## src/rtl/muldiv_sequencer_if.sv

```systemverilog
// Handshake bundle between the execution stage (master) and the multi-cycle
// multiply/divide sequencer (slave).
interface muldiv_sequencer_if #(
  parameter int WIDTH = 32
);
  logic             valid_in;
  logic [3:0]       alu_ctr;
  logic [WIDTH-1:0] a;
  logic [WIDTH-1:0] b;
  logic             flush;
  logic             pipe_en;
  logic             busy;
  logic             done;
  logic [WIDTH-1:0] result;
  logic [WIDTH-1:0] remainder;

  modport master (
    output valid_in, alu_ctr, a, b, flush,
    input  pipe_en, busy, done, result, remainder
  );

  modport slave (
    input  valid_in, alu_ctr, a, b, flush,
    output pipe_en, busy, done, result, remainder
  );
endinterface

```

## src/rtl/muldiv_sequencer.sv

```systemverilog
// Iterative shift-add multiply / restoring unsigned divide that stalls the
// pipeline while it runs and pulses done for one cycle with the result.
module muldiv_sequencer #(
  parameter int         WIDTH    = 32,
  parameter logic [3:0] MUL_CODE = 4'd3,
  parameter logic [3:0] DIV_CODE = 4'd4
) (
  input  logic                  clk_i,
  input  logic                  rst_ni,
  muldiv_sequencer_if.slave     bus
);

  localparam int CNT_W = (WIDTH > 1) ? $clog2(WIDTH) : 1;
  localparam logic [CNT_W-1:0] CNT_LAST = CNT_W'(WIDTH - 1);

  typedef enum logic [1:0] {
    ST_IDLE = 2'd0,
    ST_MUL  = 2'd1,
    ST_DIV  = 2'd2,
    ST_DONE = 2'd3
  } state_e;

  state_e           state_q, state_d;
  logic [CNT_W-1:0] cnt_q, cnt_d;
  // op_a: multiplicand (MUL) or dividend/quotient shifter (DIV)
  // op_b: multiplier (MUL) or divisor (DIV); acc: product or partial remainder
  logic [WIDTH-1:0] op_a_q, op_a_d;
  logic [WIDTH-1:0] op_b_q, op_b_d;
  logic [WIDTH-1:0] acc_q, acc_d;
  logic [WIDTH-1:0] result_q, result_d;
  logic [WIDTH-1:0] remainder_q, remainder_d;
  logic             busy_q, busy_d;
  logic             done_q, done_d;

  logic             is_mul_s, is_div_s, start_s, last_s;
  logic [WIDTH-1:0] mul_sum_s;
  logic [WIDTH:0]   div_sh_s;
  logic             div_ge_s;
  logic [WIDTH-1:0] div_rem_s;
  logic [WIDTH-1:0] div_quo_s;
  logic [WIDTH:0]   div_diff_s;

  assign is_mul_s = (bus.alu_ctr == MUL_CODE);
  assign is_div_s = (bus.alu_ctr == DIV_CODE);
  assign start_s  = (state_q == ST_IDLE) & bus.valid_in & ~bus.flush & (is_mul_s | is_div_s);
  assign last_s   = (cnt_q == CNT_LAST);

  assign mul_sum_s  = acc_q + (op_b_q[0] ? op_a_q : {WIDTH{1'b0}});
  // Remainder gets one extra bit so the shift never loses the MSB before the compare
  assign div_sh_s   = {acc_q, op_a_q[WIDTH-1]};
  assign div_diff_s = div_sh_s - {1'b0, op_b_q};
  assign div_ge_s   = (div_sh_s >= {1'b0, op_b_q});
  assign div_rem_s  = div_ge_s ? div_diff_s[WIDTH-1:0] : div_sh_s[WIDTH-1:0];
  assign div_quo_s  = {op_a_q[WIDTH-2:0], div_ge_s};

  // Held high during reset so the pipeline is never frozen by a reset-time start
  assign bus.pipe_en   = ~rst_ni | ~(start_s | (state_q == ST_MUL) | (state_q == ST_DIV));
  assign bus.busy      = busy_q;
  assign bus.done      = done_q;
  assign bus.result    = result_q;
  assign bus.remainder = remainder_q;

  // Next-state, datapath iteration and result capture
  always_comb begin
    state_d     = state_q;
    cnt_d       = cnt_q;
    op_a_d      = op_a_q;
    op_b_d      = op_b_q;
    acc_d       = acc_q;
    result_d    = result_q;
    remainder_d = remainder_q;

    if (bus.flush) begin
      state_d = ST_IDLE;
      cnt_d   = {CNT_W{1'b0}};
    end else begin
      case (state_q)
        ST_IDLE: begin
          if (start_s) begin
            cnt_d  = {CNT_W{1'b0}};
            op_a_d = bus.a;
            op_b_d = bus.b;
            acc_d  = {WIDTH{1'b0}};
            if (is_mul_s) begin
              state_d = ST_MUL;
            end else if (bus.b != {WIDTH{1'b0}}) begin
              state_d = ST_DIV;
            end else begin
              state_d     = ST_DONE;
              result_d    = {WIDTH{1'b1}};
              remainder_d = bus.a;
            end
          end else begin
            state_d = ST_IDLE;
          end
        end
        ST_MUL: begin
          op_a_d = op_a_q << 1;
          op_b_d = op_b_q >> 1;
          acc_d  = mul_sum_s;
          if (last_s) begin
            state_d     = ST_DONE;
            cnt_d       = {CNT_W{1'b0}};
            result_d    = mul_sum_s;
            remainder_d = {WIDTH{1'b0}};
          end else begin
            cnt_d = cnt_q + {{(CNT_W-1){1'b0}}, 1'b1};
          end
        end
        ST_DIV: begin
          op_a_d = div_quo_s;
          acc_d  = div_rem_s;
          if (last_s) begin
            state_d     = ST_DONE;
            cnt_d       = {CNT_W{1'b0}};
            result_d    = div_quo_s;
            remainder_d = div_rem_s;
          end else begin
            cnt_d = cnt_q + {{(CNT_W-1){1'b0}}, 1'b1};
          end
        end
        ST_DONE: begin
          state_d = ST_IDLE;
        end
        default: begin
          state_d = ST_IDLE;
        end
      endcase
    end

    busy_d = ((state_d == ST_MUL) || (state_d == ST_DIV)) ? 1'b1 : 1'b0;
    done_d = (state_d == ST_DONE) ? 1'b1 : 1'b0;
  end

  // State, datapath and registered outputs
  always_ff @(posedge clk_i or negedge rst_ni) begin
    if (!rst_ni) begin
      state_q     <= ST_IDLE;
      cnt_q       <= {CNT_W{1'b0}};
      op_a_q      <= {WIDTH{1'b0}};
      op_b_q      <= {WIDTH{1'b0}};
      acc_q       <= {WIDTH{1'b0}};
      result_q    <= {WIDTH{1'b0}};
      remainder_q <= {WIDTH{1'b0}};
      busy_q      <= 1'b0;
      done_q      <= 1'b0;
    end else begin
      state_q     <= state_d;
      cnt_q       <= cnt_d;
      op_a_q      <= op_a_d;
      op_b_q      <= op_b_d;
      acc_q       <= acc_d;
      result_q    <= result_d;
      remainder_q <= remainder_d;
      busy_q      <= busy_d;
      done_q      <= done_d;
    end
  end

endmodule

```

## src/flat_wrapper.sv

```systemverilog
// flat-port wrapper written by rule: the top's interface ports become plain ports
module muldiv_sequencer_flat 
#(
  parameter int         WIDTH    = 32,
  parameter logic [3:0] MUL_CODE = 4'd3,
  parameter logic [3:0] DIV_CODE = 4'd4
)
  (clk_i, rst_ni, bus_valid_in, bus_alu_ctr, bus_a, bus_b, bus_flush, bus_pipe_en, bus_busy, bus_done, bus_result, bus_remainder);
  muldiv_sequencer_if #(.WIDTH(WIDTH)) bus_i ();
  input  logic clk_i;
  input  logic rst_ni;
  input wire logic [$bits(bus_i.valid_in)-1:0] bus_valid_in;
  input wire logic [$bits(bus_i.alu_ctr)-1:0] bus_alu_ctr;
  input wire logic [$bits(bus_i.a)-1:0] bus_a;
  input wire logic [$bits(bus_i.b)-1:0] bus_b;
  input wire logic [$bits(bus_i.flush)-1:0] bus_flush;
  output wire logic [$bits(bus_i.pipe_en)-1:0] bus_pipe_en;
  output wire logic [$bits(bus_i.busy)-1:0] bus_busy;
  output wire logic [$bits(bus_i.done)-1:0] bus_done;
  output wire logic [$bits(bus_i.result)-1:0] bus_result;
  output wire logic [$bits(bus_i.remainder)-1:0] bus_remainder;
  assign bus_i.valid_in = bus_valid_in;
  assign bus_i.alu_ctr = bus_alu_ctr;
  assign bus_i.a = bus_a;
  assign bus_i.b = bus_b;
  assign bus_i.flush = bus_flush;
  assign bus_pipe_en = bus_i.pipe_en;
  assign bus_busy = bus_i.busy;
  assign bus_done = bus_i.done;
  assign bus_result = bus_i.result;
  assign bus_remainder = bus_i.remainder;
  muldiv_sequencer #(.WIDTH(WIDTH), .MUL_CODE(MUL_CODE), .DIV_CODE(DIV_CODE)) u_core (.clk_i(clk_i), .rst_ni(rst_ni), .bus(bus_i));
endmodule
```

## config.mk

```make
export PLATFORM = sky130hd
export DESIGN_NAME = muldiv_sequencer_flat
export DESIGN_NICKNAME = d
export VERILOG_FILES = /design/src/rtl/muldiv_sequencer_if.sv /design/src/rtl/muldiv_sequencer.sv /design/src/flat_wrapper.sv
export SDC_FILE = /design/constraint.sdc
export NUM_CORES = 1
export LEC_CHECK = 0
export ABC_CLOCK_PERIOD_IN_PS = 3160
export BUFFER_PORTS_ARGS = -buffer_cell sky130_fd_sc_hd__buf_4
export CORE_MARGIN = 4
export CORE_UTILIZATION = 28
export CTS_CLUSTER_SIZE = 12
export DETAILED_ROUTE_END_ITERATION = 12
export PLACE_DENSITY_LB_ADDON = 0.15
export SYNTH_ARGS = -nofsm -noshare
export SYNTH_HDL_FRONTEND = slang
export SYNTH_SLANG_ARGS = --single-unit
```

## constraint.sdc

```tcl
create_clock -name clk_i -period 3.16 [get_ports clk_i]
set_clock_uncertainty 0.1 [all_clocks]
set_input_delay 0.316 -clock clk_i [delete_from_list [all_inputs] [get_ports clk_i]]
set_output_delay 0.316 -clock clk_i [all_outputs]
set_load 0.01 [all_outputs]
```

==> results.toml <==
[run_status]
status = "finished, violations left"
violations = "setup timing"

[timing]
setup_ws_ps = -84.9
setup_tns_ps = -772
slew_headroom_pct = 52.0
max_freq_mhz = 308
hold_viol_final = 0
maxSlewViolCount = 0
rsz0062_at_grt = "yes"
layout_min_cycle_time_ps = 3240
worst_slew_pin_slew_ps = 719
fin_crit_sh_pct = 103
setup_violations = 19

[drt]
postRouteAntennaNets = 0
drt-initial-drc-count = 819
via_per_inst = 5.10
drt_wl_total_um = 48600
dr.pass1.iters = 5
drc = 0
vias = 12298
post_drt_wl_per_cell_um = 20.2

[setup_path]
rr_endpoint = "u_core.acc_q[29]"
cp.arrival_ps = 3530
reg2regPathDepth = 12
path_class = "register to register"
r2r-start = "u_core.acc_q[3]"
max_stage_delay_ps = 580
cpMaxStageDelayCell = "or4_4"
r2r_setup_slack_ps = -80
cp_data_required_time_ps = 3440
crit_end = "u_core.acc_q[29]"
path_cells = "ha_1 -> nand4_1 -> or4_4 -> o41a_1 -> o21ai_2 -> a31oi_4 -> buf_6 -> and2_4 -> buf_6 -> a2111oi_4 -> nor4_2 -> a21oi_1"
crit_start = "u_core.acc_q[3]"
crit_top_cell = "buf_6"
cp-start-kind = "register"
critPathCaptureType = "register"
cp_max_fo = 7

[finish]
fin_area_um2 = 17900
n_antenna_cell = 0
drive_above_1_share_pct = 35.8
final_net_count = 1957
area_growth_pct = 47.3

[power_and_ir_drop]
p_int_mw = 6.40
switchingPower_mw = 3.93
leakage_nw = 7.94
seq_power_share_pct = 27.0
clkPwrFrac_pct = 22.0
peakVddDrop_v = 0.000256
combPwrFrac_pct = 50.9
p_per_area_nw_per_um2 = 576
netSwitchingFraction_pct = 38.0

[placed_design]
placed_area_um2 = 15700
dp_hpwl_um = 36700
gp_congestion = 0.871
portBuffers = 138
place_ws_ps = -267

[global_route]
antenna_found_initial = 0
grt.total_usage_pct = 20.5
grt_max_degree = 87
grt_pass1_wl_um = 74700
grt_overflow = 0
grt_pass1_vias = 12236

[floorplan]
die_h_um = 217
num_io_pins = 139
die_area_um2 = 46900
core.rowCount = 76
start_util_pct = 28.3
core_area_um2 = 43100
die_w_um = 217

[yosys]
yosysSeqAreaShare_pct = 34.7
synth_common_cells = "185 x nand2_1, 169 x dfrtp_1, 149 x a21oi_1"
synth_nets = 1604
synth-edff-count = 0
syn-cell-area_um2 = 12200
netlist.area_leader.share_pct = 34.7
async_flop_share_pct = 100
synth-main-ff-cell = "dfrtp_1"
yosys.area.top_type = "dfrtp_1"
synth_warnings = 0
synth.distinct_cells = 81
synth_area_leaders = "dfrtp_1 35%, ha_1 7.3%, a21oi_1 6.1%"
yosysMostFrequentCell = "nand2_1"
ys_seq_elements = 169
avgSynthCellArea_um2 = 8.35
synthCells = 1459

[clock_network]
clk_latency_ps = 460
htree_levels = 4
cts_tree = "yes"
cts_buffers = 17
clockBufferDepth = 2
cts_root_buf = "clkbuf_16"
cts.sinks = 169
cts.clk_slew.worst_paths_ps = 70

[min_path]
min_path_type = "input pin to register"
min_path_cells = 3

[run]
maxCapViolCount = 0
[flip-flops by register name (all words and copies together), names as in the netlist]
register              flops
u_core.bus.done           1
u_core.bus.remainder     32
u_core.acc_q             32
u_core.bus.busy           1
u_core.state_q            2
u_core.op_b_q            32
u_core.bus.result        32
u_core.cnt_q              5
u_core.op_a_q            32
[cell type report]
| type | instances | area [µm²] |
|---|---|---|
| Clock buffer | 18 | 439 |
| Inverter | 64 | 240 |
| Timing Repair Buffer | 418 | 3430 |
| Sequential cell | 169 | 4230 |
| Multi-Input combinational cell | 1142 | 8710 |
| Fill cell | 4365 | 25100 |
| Tap cell | 585 | 732 |
| Clock inverter | 14 | 169 |
[worst max-delay path, delay by kind of cell, from the launching register on]
family	cells	cell delay, ps
AOI/OAI and AO/OA	5	1060
and+or+nand+nor	4	1010
DFF	1	380
adders and majority gates	1	310
buffers and inverters	2	280
[timing repair]
item                       4_1_cts  5_1_grt
hold endpoints to repair        28        0
gates resized for setup        160      122
cloned                           6        1
hold buffers                     3        0
pin swaps                       63       68
setup buffers                   12       14
setup endpoints to repair       74       79
[power groups by stage]
stage / clock, mW / combinational, mW / sequential [mW]
2_1_floorplan: 0 / 2.23 / 2.75
3_3_place_gp: 0 / 4.20 / 2.81
3_5_place_dp: 0 / 4.19 / 2.81
4_1_cts: 2.33 / 4.88 / 2.79
5_1_grt: 2.41 / 5.70 / 2.84
6_report: 2.28 / 5.26 / 2.79
[per-stage QoR]
stage	cells	util, %	hold slack (ps)	power [mW]
global route	2410	41.7	62.8	11.0
CTS	2396	40.0	35.6	9.99
global placement	2349	36.4	101	7.01
floorplan	1459	-	-79.6	4.99
detailed placement	2349	36.4	101	7.00
finish	2410	41.7	60.5	10.3
[cells by family (layout without fill, tap and decap cells)]
logic type	after synthesis	in the layout	share of synthesized area, %
xor+xnor	41	41	2.95
buf+inv	149	514	4.83
mux	63	63	5.36
compound gates	463	463	24.4
simple gates	501	502	20.1
fa+ha+maj	73	73	7.62
flops	169	169	34.7
[how the worst min path moves through the flow]
| stage | start | end | slack (ps) |
|---|---|---|---|
| after global placement | rst_ni | u_core.op_a_q[23] | 100 |
| final | bus_a[31] | u_core.bus.remainder[31] | 60 |
| after global routing | bus_a[31] | u_core.bus.remainder[31] | 60 |
| after detailed placement | rst_ni | u_core.bus.result[26] | 100 |
| after CTS | bus_a[31] | u_core.bus.remainder[31] | 40 |
| after floorplan | rst_ni | u_core.acc_q[0] | -80 |
[metal layers]
layer,wire length [µm],up-vias,GRT usage (%),share of wire [%]
met5,0,-,0,0
met4,944,0,5.57,1.9
met3,2300,38,3.31,4.7
met2,20400,273,29.5,42
met1,25000,5997,31.4,51
li1,-,5990,-,-
[cells in the final DEF, fill, tap and decap left out, types with 24 or more instances in the layout]
cell type  netlist  layout
a21oi_1        149     119
a31oi_1         28      24
and2_1          39      33
buf_4            2     377
dfrtp_1        169     167
ha_1            71      45
inv_1           64      60
mux2i_1         45      37
nand2_1        185     179
nor2_1         101      98
nor2b_1         36      36
o21ai_0        103      66
o21ai_1          7      33
xnor2_1         26      24
Power figures use the tool's default switching activity.
